### src/rtl/btb_port_arbiter_if.sv
// Port bundle for the BTB port arbiter: fetch lookup, execute update,
// flush control and the single-port table access bus.
interface btb_port_arbiter_if;
  logic        fetch_req;
  logic [31:0] fetch_pc;
  logic        fetch_gnt;
  logic        upd_valid;
  logic [31:0] upd_pc;
  logic [31:0] upd_target;
  logic        upd_ready;
  logic        flush_req;
  logic        flush_busy;
  logic        mem_en;
  logic        mem_we;
  logic [7:0]  mem_addr;
  logic [31:0] mem_wdata;
  logic        mem_wvalid;

  modport master (
    output fetch_req, fetch_pc, upd_valid, upd_pc, upd_target, flush_req,
    input  fetch_gnt, upd_ready, flush_busy,
           mem_en, mem_we, mem_addr, mem_wdata, mem_wvalid
  );

  modport slave (
    input  fetch_req, fetch_pc, upd_valid, upd_pc, upd_target, flush_req,
    output fetch_gnt, upd_ready, flush_busy,
           mem_en, mem_we, mem_addr, mem_wdata, mem_wvalid
  );
endinterface

### src/rtl/btb_port_arbiter.sv
// Arbitrates a single-port 256-entry BTB between fetch lookups, queued
// execute-stage updates (with starvation forcing) and a full-table flush walk.
module btb_port_arbiter #(
  parameter int unsigned QDEPTH     = 4,
  parameter int unsigned STARVE_MAX = 4
) (
  input logic               clk,
  input logic               rst,
  btb_port_arbiter_if.slave bus
);

  localparam int unsigned PW = $clog2(QDEPTH);
  localparam int unsigned CW = PW + 1;
  localparam int unsigned SW = $clog2(STARVE_MAX + 1);

  typedef enum logic {IDLE, FLUSH} state_t;

  state_t         state, state_nxt;
  logic [7:0]     walk;
  logic [7:0]     q_idx [QDEPTH];
  logic [31:0]    q_tgt [QDEPTH];
  logic [PW-1:0]  head, tail;
  logic [CW-1:0]  count;
  logic [SW-1:0]  starve_cnt;

  logic empty, full, idle, upd_prio, upd_issue, push, pop, flush_start;
  logic unused_pc_bits;

  assign empty       = (count == '0);
  assign full        = (count == CW'(QDEPTH));
  assign idle        = !rst && (state == IDLE);
  assign upd_prio    = !empty && (full || (starve_cnt == SW'(STARVE_MAX)));
  assign upd_issue   = idle && !empty && (upd_prio || !bus.fetch_req);
  assign push        = bus.upd_valid && bus.upd_ready;
  assign pop         = upd_issue;
  assign flush_start = (state == IDLE) && bus.flush_req;

  assign unused_pc_bits = ^{bus.fetch_pc[31:10], bus.fetch_pc[1:0],
                            bus.upd_pc[31:10], bus.upd_pc[1:0]};

  always_ff @(posedge clk) begin
    if (rst) state <= IDLE;
    else     state <= state_nxt;
  end

  always_comb begin
    state_nxt = state;
    case (state)
      IDLE:    if (bus.flush_req) state_nxt = FLUSH;
      FLUSH:   if (walk == 8'hFF) state_nxt = IDLE;
      default: state_nxt = IDLE;
    endcase
  end

  always_comb begin
    bus.fetch_gnt  = idle && bus.fetch_req && !upd_prio;
    bus.upd_ready  = idle && !full;
    bus.flush_busy = !rst && (state == FLUSH);
    bus.mem_en     = 1'b0;
    bus.mem_we     = 1'b0;
    bus.mem_addr   = '0;
    bus.mem_wdata  = '0;
    bus.mem_wvalid = 1'b0;
    if (!rst) begin
      if (state == FLUSH) begin
        bus.mem_en   = 1'b1;
        bus.mem_we   = 1'b1;
        bus.mem_addr = walk;
      end else if (upd_issue) begin
        bus.mem_en     = 1'b1;
        bus.mem_we     = 1'b1;
        bus.mem_wvalid = 1'b1;
        bus.mem_addr   = q_idx[head];
        bus.mem_wdata  = q_tgt[head];
      end else if (bus.fetch_gnt) begin
        bus.mem_en   = 1'b1;
        bus.mem_addr = bus.fetch_pc[9:2];
      end
    end
  end

  always_ff @(posedge clk) begin
    if (push) begin
      q_idx[tail] <= bus.upd_pc[9:2];
      q_tgt[tail] <= bus.upd_target;
    end
  end

  // Entering the flush walk discards the queue outright, overriding any
  // push or pop arbitrated in the same cycle.
  always_ff @(posedge clk) begin
    if (rst) begin
      head       <= '0;
      tail       <= '0;
      count      <= '0;
      starve_cnt <= '0;
      walk       <= '0;
    end else begin
      if (state == FLUSH) walk <= walk + 8'd1;
      if (flush_start) begin
        head       <= '0;
        tail       <= '0;
        count      <= '0;
        starve_cnt <= '0;
      end else begin
        if (push) tail <= tail + 1'b1;
        if (pop)  head <= head + 1'b1;
        case ({push, pop})
          2'b10:   count <= count + 1'b1;
          2'b01:   count <= count - 1'b1;
          default: count <= count;
        endcase
        if (upd_issue || empty)
          starve_cnt <= '0;
        else if ((state == IDLE) && (starve_cnt != SW'(STARVE_MAX)))
          starve_cnt <= starve_cnt + 1'b1;
      end
    end
  end

endmodule

### src/flat_wrapper.sv
// flat-port wrapper written by rule: the top's interface ports become plain ports
module btb_port_arbiter_flat 
#(
  parameter int unsigned QDEPTH     = 4,
  parameter int unsigned STARVE_MAX = 4
)
  (clk, rst, bus_fetch_req, bus_fetch_pc, bus_upd_valid, bus_upd_pc, bus_upd_target, bus_flush_req, bus_fetch_gnt, bus_upd_ready, bus_flush_busy, bus_mem_en, bus_mem_we, bus_mem_addr, bus_mem_wdata, bus_mem_wvalid);
  btb_port_arbiter_if bus_i ();
  input logic clk;
  input logic rst;
  input wire logic [$bits(bus_i.fetch_req)-1:0] bus_fetch_req;
  input wire logic [$bits(bus_i.fetch_pc)-1:0] bus_fetch_pc;
  input wire logic [$bits(bus_i.upd_valid)-1:0] bus_upd_valid;
  input wire logic [$bits(bus_i.upd_pc)-1:0] bus_upd_pc;
  input wire logic [$bits(bus_i.upd_target)-1:0] bus_upd_target;
  input wire logic [$bits(bus_i.flush_req)-1:0] bus_flush_req;
  output wire logic [$bits(bus_i.fetch_gnt)-1:0] bus_fetch_gnt;
  output wire logic [$bits(bus_i.upd_ready)-1:0] bus_upd_ready;
  output wire logic [$bits(bus_i.flush_busy)-1:0] bus_flush_busy;
  output wire logic [$bits(bus_i.mem_en)-1:0] bus_mem_en;
  output wire logic [$bits(bus_i.mem_we)-1:0] bus_mem_we;
  output wire logic [$bits(bus_i.mem_addr)-1:0] bus_mem_addr;
  output wire logic [$bits(bus_i.mem_wdata)-1:0] bus_mem_wdata;
  output wire logic [$bits(bus_i.mem_wvalid)-1:0] bus_mem_wvalid;
  assign bus_i.fetch_req = bus_fetch_req;
  assign bus_i.fetch_pc = bus_fetch_pc;
  assign bus_i.upd_valid = bus_upd_valid;
  assign bus_i.upd_pc = bus_upd_pc;
  assign bus_i.upd_target = bus_upd_target;
  assign bus_i.flush_req = bus_flush_req;
  assign bus_fetch_gnt = bus_i.fetch_gnt;
  assign bus_upd_ready = bus_i.upd_ready;
  assign bus_flush_busy = bus_i.flush_busy;
  assign bus_mem_en = bus_i.mem_en;
  assign bus_mem_we = bus_i.mem_we;
  assign bus_mem_addr = bus_i.mem_addr;
  assign bus_mem_wdata = bus_i.mem_wdata;
  assign bus_mem_wvalid = bus_i.mem_wvalid;
  btb_port_arbiter #(.QDEPTH(QDEPTH), .STARVE_MAX(STARVE_MAX)) u_core (.clk(clk), .rst(rst), .bus(bus_i));
endmodule
### config.mk
export PLATFORM = sky130hd
export DESIGN_NAME = btb_port_arbiter_flat
export DESIGN_NICKNAME = d
export VERILOG_FILES = /design/src/rtl/btb_port_arbiter_if.sv /design/src/rtl/btb_port_arbiter.sv /design/src/flat_wrapper.sv
export SDC_FILE = /design/constraint.sdc
export NUM_CORES = 1
export LEC_CHECK = 0
export BUFFER_PORTS_ARGS = -buffer_cell sky130_fd_sc_hd__buf_4
export CELL_PAD_IN_SITES_DETAIL_PLACEMENT = 0
export CELL_PAD_IN_SITES_GLOBAL_PLACEMENT = 1
export CORE_MARGIN = 1.5
export CORE_UTILIZATION = 35
export CTS_CLUSTER_DIAMETER = 50
export DETAILED_ROUTE_END_ITERATION = 16
export PLACE_DENSITY = 0.61
export SETUP_SLACK_MARGIN = 0.02
export SLEW_MARGIN = 20
export SYNTH_ARGS = -nofsm -noshare
export SYNTH_HDL_FRONTEND = slang
export SYNTH_SLANG_ARGS = --single-unit
export TNS_END_PERCENT = 30
### constraint.sdc
create_clock -name clk -period 5.21 [get_ports clk]
set_clock_uncertainty 0.2 [all_clocks]
set_input_delay 0.7815 -clock clk [delete_from_list [all_inputs] [get_ports clk]]
set_output_delay 0.7815 -clock clk [all_outputs]
set_load 0.01 [all_outputs]
==> results_dict.tcl <==
set metrics [dict create \
    status "complete, no violations" \
    dp_hpwl_um 8480 \
    n_fill_cell 1814 \
    pwr-share-clk_pct 40.3 \
    power_density_nw_per_um2 335 \
    finalCritPeriodShare_pct 78.8 \
    top_usage_layer "met2" \
    root_buffer "clkbuf_16" \
    drtIter0Drc 172 \
    p_sw_share_pct 21.9 \
    post_layout_nonfiller_instances 784 \
    clock_latency_ns 0.42 \
    synth-seq-cells 181 \
    cp_top_family "buffers and inverters" \
    critPathRequiredTime_ns 4.23 \
    syn-num-nets 504 \
    h-tree-depth 4 \
    post_cts_buffers 0 \
    final_area_um2 8790 \
    clockBufferDepth 2 \
    p_total_w 0.00295 \
    finalMaxSlewViolations 0 \
    ios 147 \
    syn_area_per_cell_um2 18.3 \
    io_buffers 98 \
    synth.most_common_cell "edfxtp_1" \
    ir_worst_vdd_mv 0.209 \
    fmax_mhz 244 \
    cp-end-kind "primary output" \
    grt_overflow 0 \
    drt_drc_violations_left 0 \
    dieWidth_um 146 \
    wl_per_cell_um 18.0 \
    nets 611 \
    tns_ns 0 \
    yosysUniqueCellTypes 38 \
    internal_power_w 0.00230 \
    grtUsageMet1_pct 16.8 \
    clkTransAtPathRegs_ns 0.07 \
    design.die.area_um2 21500 \
    slowest_stage "clkinv_2" \
    use_met3_pct 4.44 \
    cp_num_buf_inv 2 \
    drive_above_1_share_pct 36.4 \
    yosys-top-cells-count "160 x edfxtp_1, 40 x mux4_2, 32 x and2_1" \
    ctsHoldBuffers 0 \
    critical_path_class "reg2out" \
    comb_power_share_pct 5.0 \
    rsz0062_at_grt "false" \
    wl_um 14100 \
    cts_tree "done" \
    synthTopCellsByArea "edfxtp_1 67%, mux4_2 13%, dfxtp_1 5.8%" \
    fin_crit_ns 4.11 \
    yosysTopAreaCellShare_pct 66.7 \
    synth_edf_count 160 \
    yosysTopAreaCell "edfxtp_1" \
    rr_startpoint "u_core.state" \
    die_h_um 146 \
    cp_max_fo 37 \
    relSlewSlack_pct 37.8 \
    cts_made_buffers 17 \
    core_area_um2 20200 \
    grt_pass1_vias 3972 \
    yosysWarnings 0 \
    routed_via_density 4.78 \
    syn_inst 394 \
    critPathLaunchType "flop" \
    switchingPower_w 0.000645 \
    max_cap_viol_count 0 \
    grt_max_degree 41 \
    start_util_pct 35.6 \
    syn_area_um2 7200 \
    dr.pass1.iters 4 \
    ant_nets 0 \
    ctsResizeCount 0 \
    num_rows 52 \
    arrival_ns 3.12 \
    clock-sinks 181 \
    ys_async_sr_fraction_pct 0 \
    ff2ff_setup_slack_ns 1.73 \
    diodes 0 \
    cp_cell_sequence "or2_4 > a311o_1 > clkinv_2 > nor2_4 > a2111oi_2 > buf_4" \
    hold_violations 0 \
    setup_viol_count_final 0 \
    crit_start "u_core.state" \
    grt_pass1_wl_um 21700 \
    area_delta_synth_final_pct 22.1 \
    gp_congestion 0.747 \
    dp_cells 752 \
    hold_class "reg2reg" \
    synth_ff_type "edfxtp_1" \
    leakage_nw 3.00 \
    grt_antenna_before_repair 0 \
    grtUsageMet2_pct 23.6 \
    hold_start "u_core.tail[1]" \
    crit_path_max_incr_delay_ns 0.66 \
    placed_area_um2 8250 \
    num_vias 3744 \
    sequentialPowerShare_pct 54.7 \
    worstMarginPinSlew_ns 0.933 \
    grtUsageTotal_pct 13.8 \
    yosysSeqAreaShare_pct 72.5 \
]
placed cells by master (no fill, tap or decap), types with 10 or more instances in the layout:
cell type    n
buf_4      103
and2_1      32
mux4_2      40
clkbuf_16   17
xnor2_1     10
nand2_1     12
nor2_1      24
dfxtp_1     19
edfxtp_1   160
inv_1       16
a21oi_1     13
final timing paths:
path,end,cells past startpoint
worst max-delay path,bus_mem_addr[0],6
worst min-delay path,u_core.tail[1],2
worst max register to register,u_core.count[2],9
worst min register to register,u_core.tail[1],2
layout make-up:
class                      count  area, um^2  area share [%]
timing repair buffer         103         773            8.79
clock inverter                13         113            1.28
multi-input combinational    180        1840            20.9
sequential                   181        5230            59.5
inverter                      18        68.8           0.783
clock buffer                  19         433            4.92
tap                          270         338            3.84
worst register-to-register path, stage by stage, from the launching register on:
cell and delay, ns:
dfxtp_1 0.60, or2_4 0.24, a311o_1 0.45, clkinv_2 0.67, ha_1 0.48, inv_1 0.08, fa_1 0.17, xor2_1 0.07
or3_1 0.31, a21oi_1 0.14
cell families after synthesis:
logic type | after synthesis | share of synthesized area (%)
AO/OA/AOI/OAI | 30 | 3.25
XOR/XNOR | 13 | 1.58
adder cells (fa/ha/maj) | 9 | 1.67
buffers and inverters | 33 | 2.01
flip-flops | 181 | 72.5
multiplexers | 41 | 12.6
AND/OR/NAND/NOR | 87 | 6.31
registers in the layout, indices dropped and copies added (netlist names), named ones only:
register / count
u_core.walk: 8
u_core.count: 3
u_core.q_idx: 32
u_core.head: 2
u_core.tail: 2
u_core.state: 1
u_core.starve_cnt: 3
u_core.q_tgt: 128
metal layers:
layer  wire, um  vias up
met5          0        -
met1       6090     1909
li1           -     1748
met3        615       10
met2       7250       77
met4        131        0
stage by stage:
step                hold WS [ns]  utilization [%]  setup slack, ns
floorplan                  0.259                -             2.09
global placement           0.279             40.8             1.06
detailed placement         0.297             40.8             1.07
CTS                        0.307             43.5            0.997
global route               0.328             43.5            0.770
finish                     0.301             43.5             1.10
power groups by stage:
| stage | Sequential, W | Clock, W | Combinational [W] |
|---|---|---|---|
| 5_1_grt | 0.00161 | 0.00127 | 0.000165 |
| 3_5_place_dp | 0.00164 | 0 | 0.000151 |
| 2_1_floorplan | 0.00164 | 0 | 0.0000784 |
| 3_3_place_gp | 0.00164 | 0 | 0.000147 |
| 6_report | 0.00161 | 0.00119 | 0.000149 |
| 4_1_cts | 0.00161 | 0.00122 | 0.000151 |
Note: power is estimated with default switching activity, not from simulation.
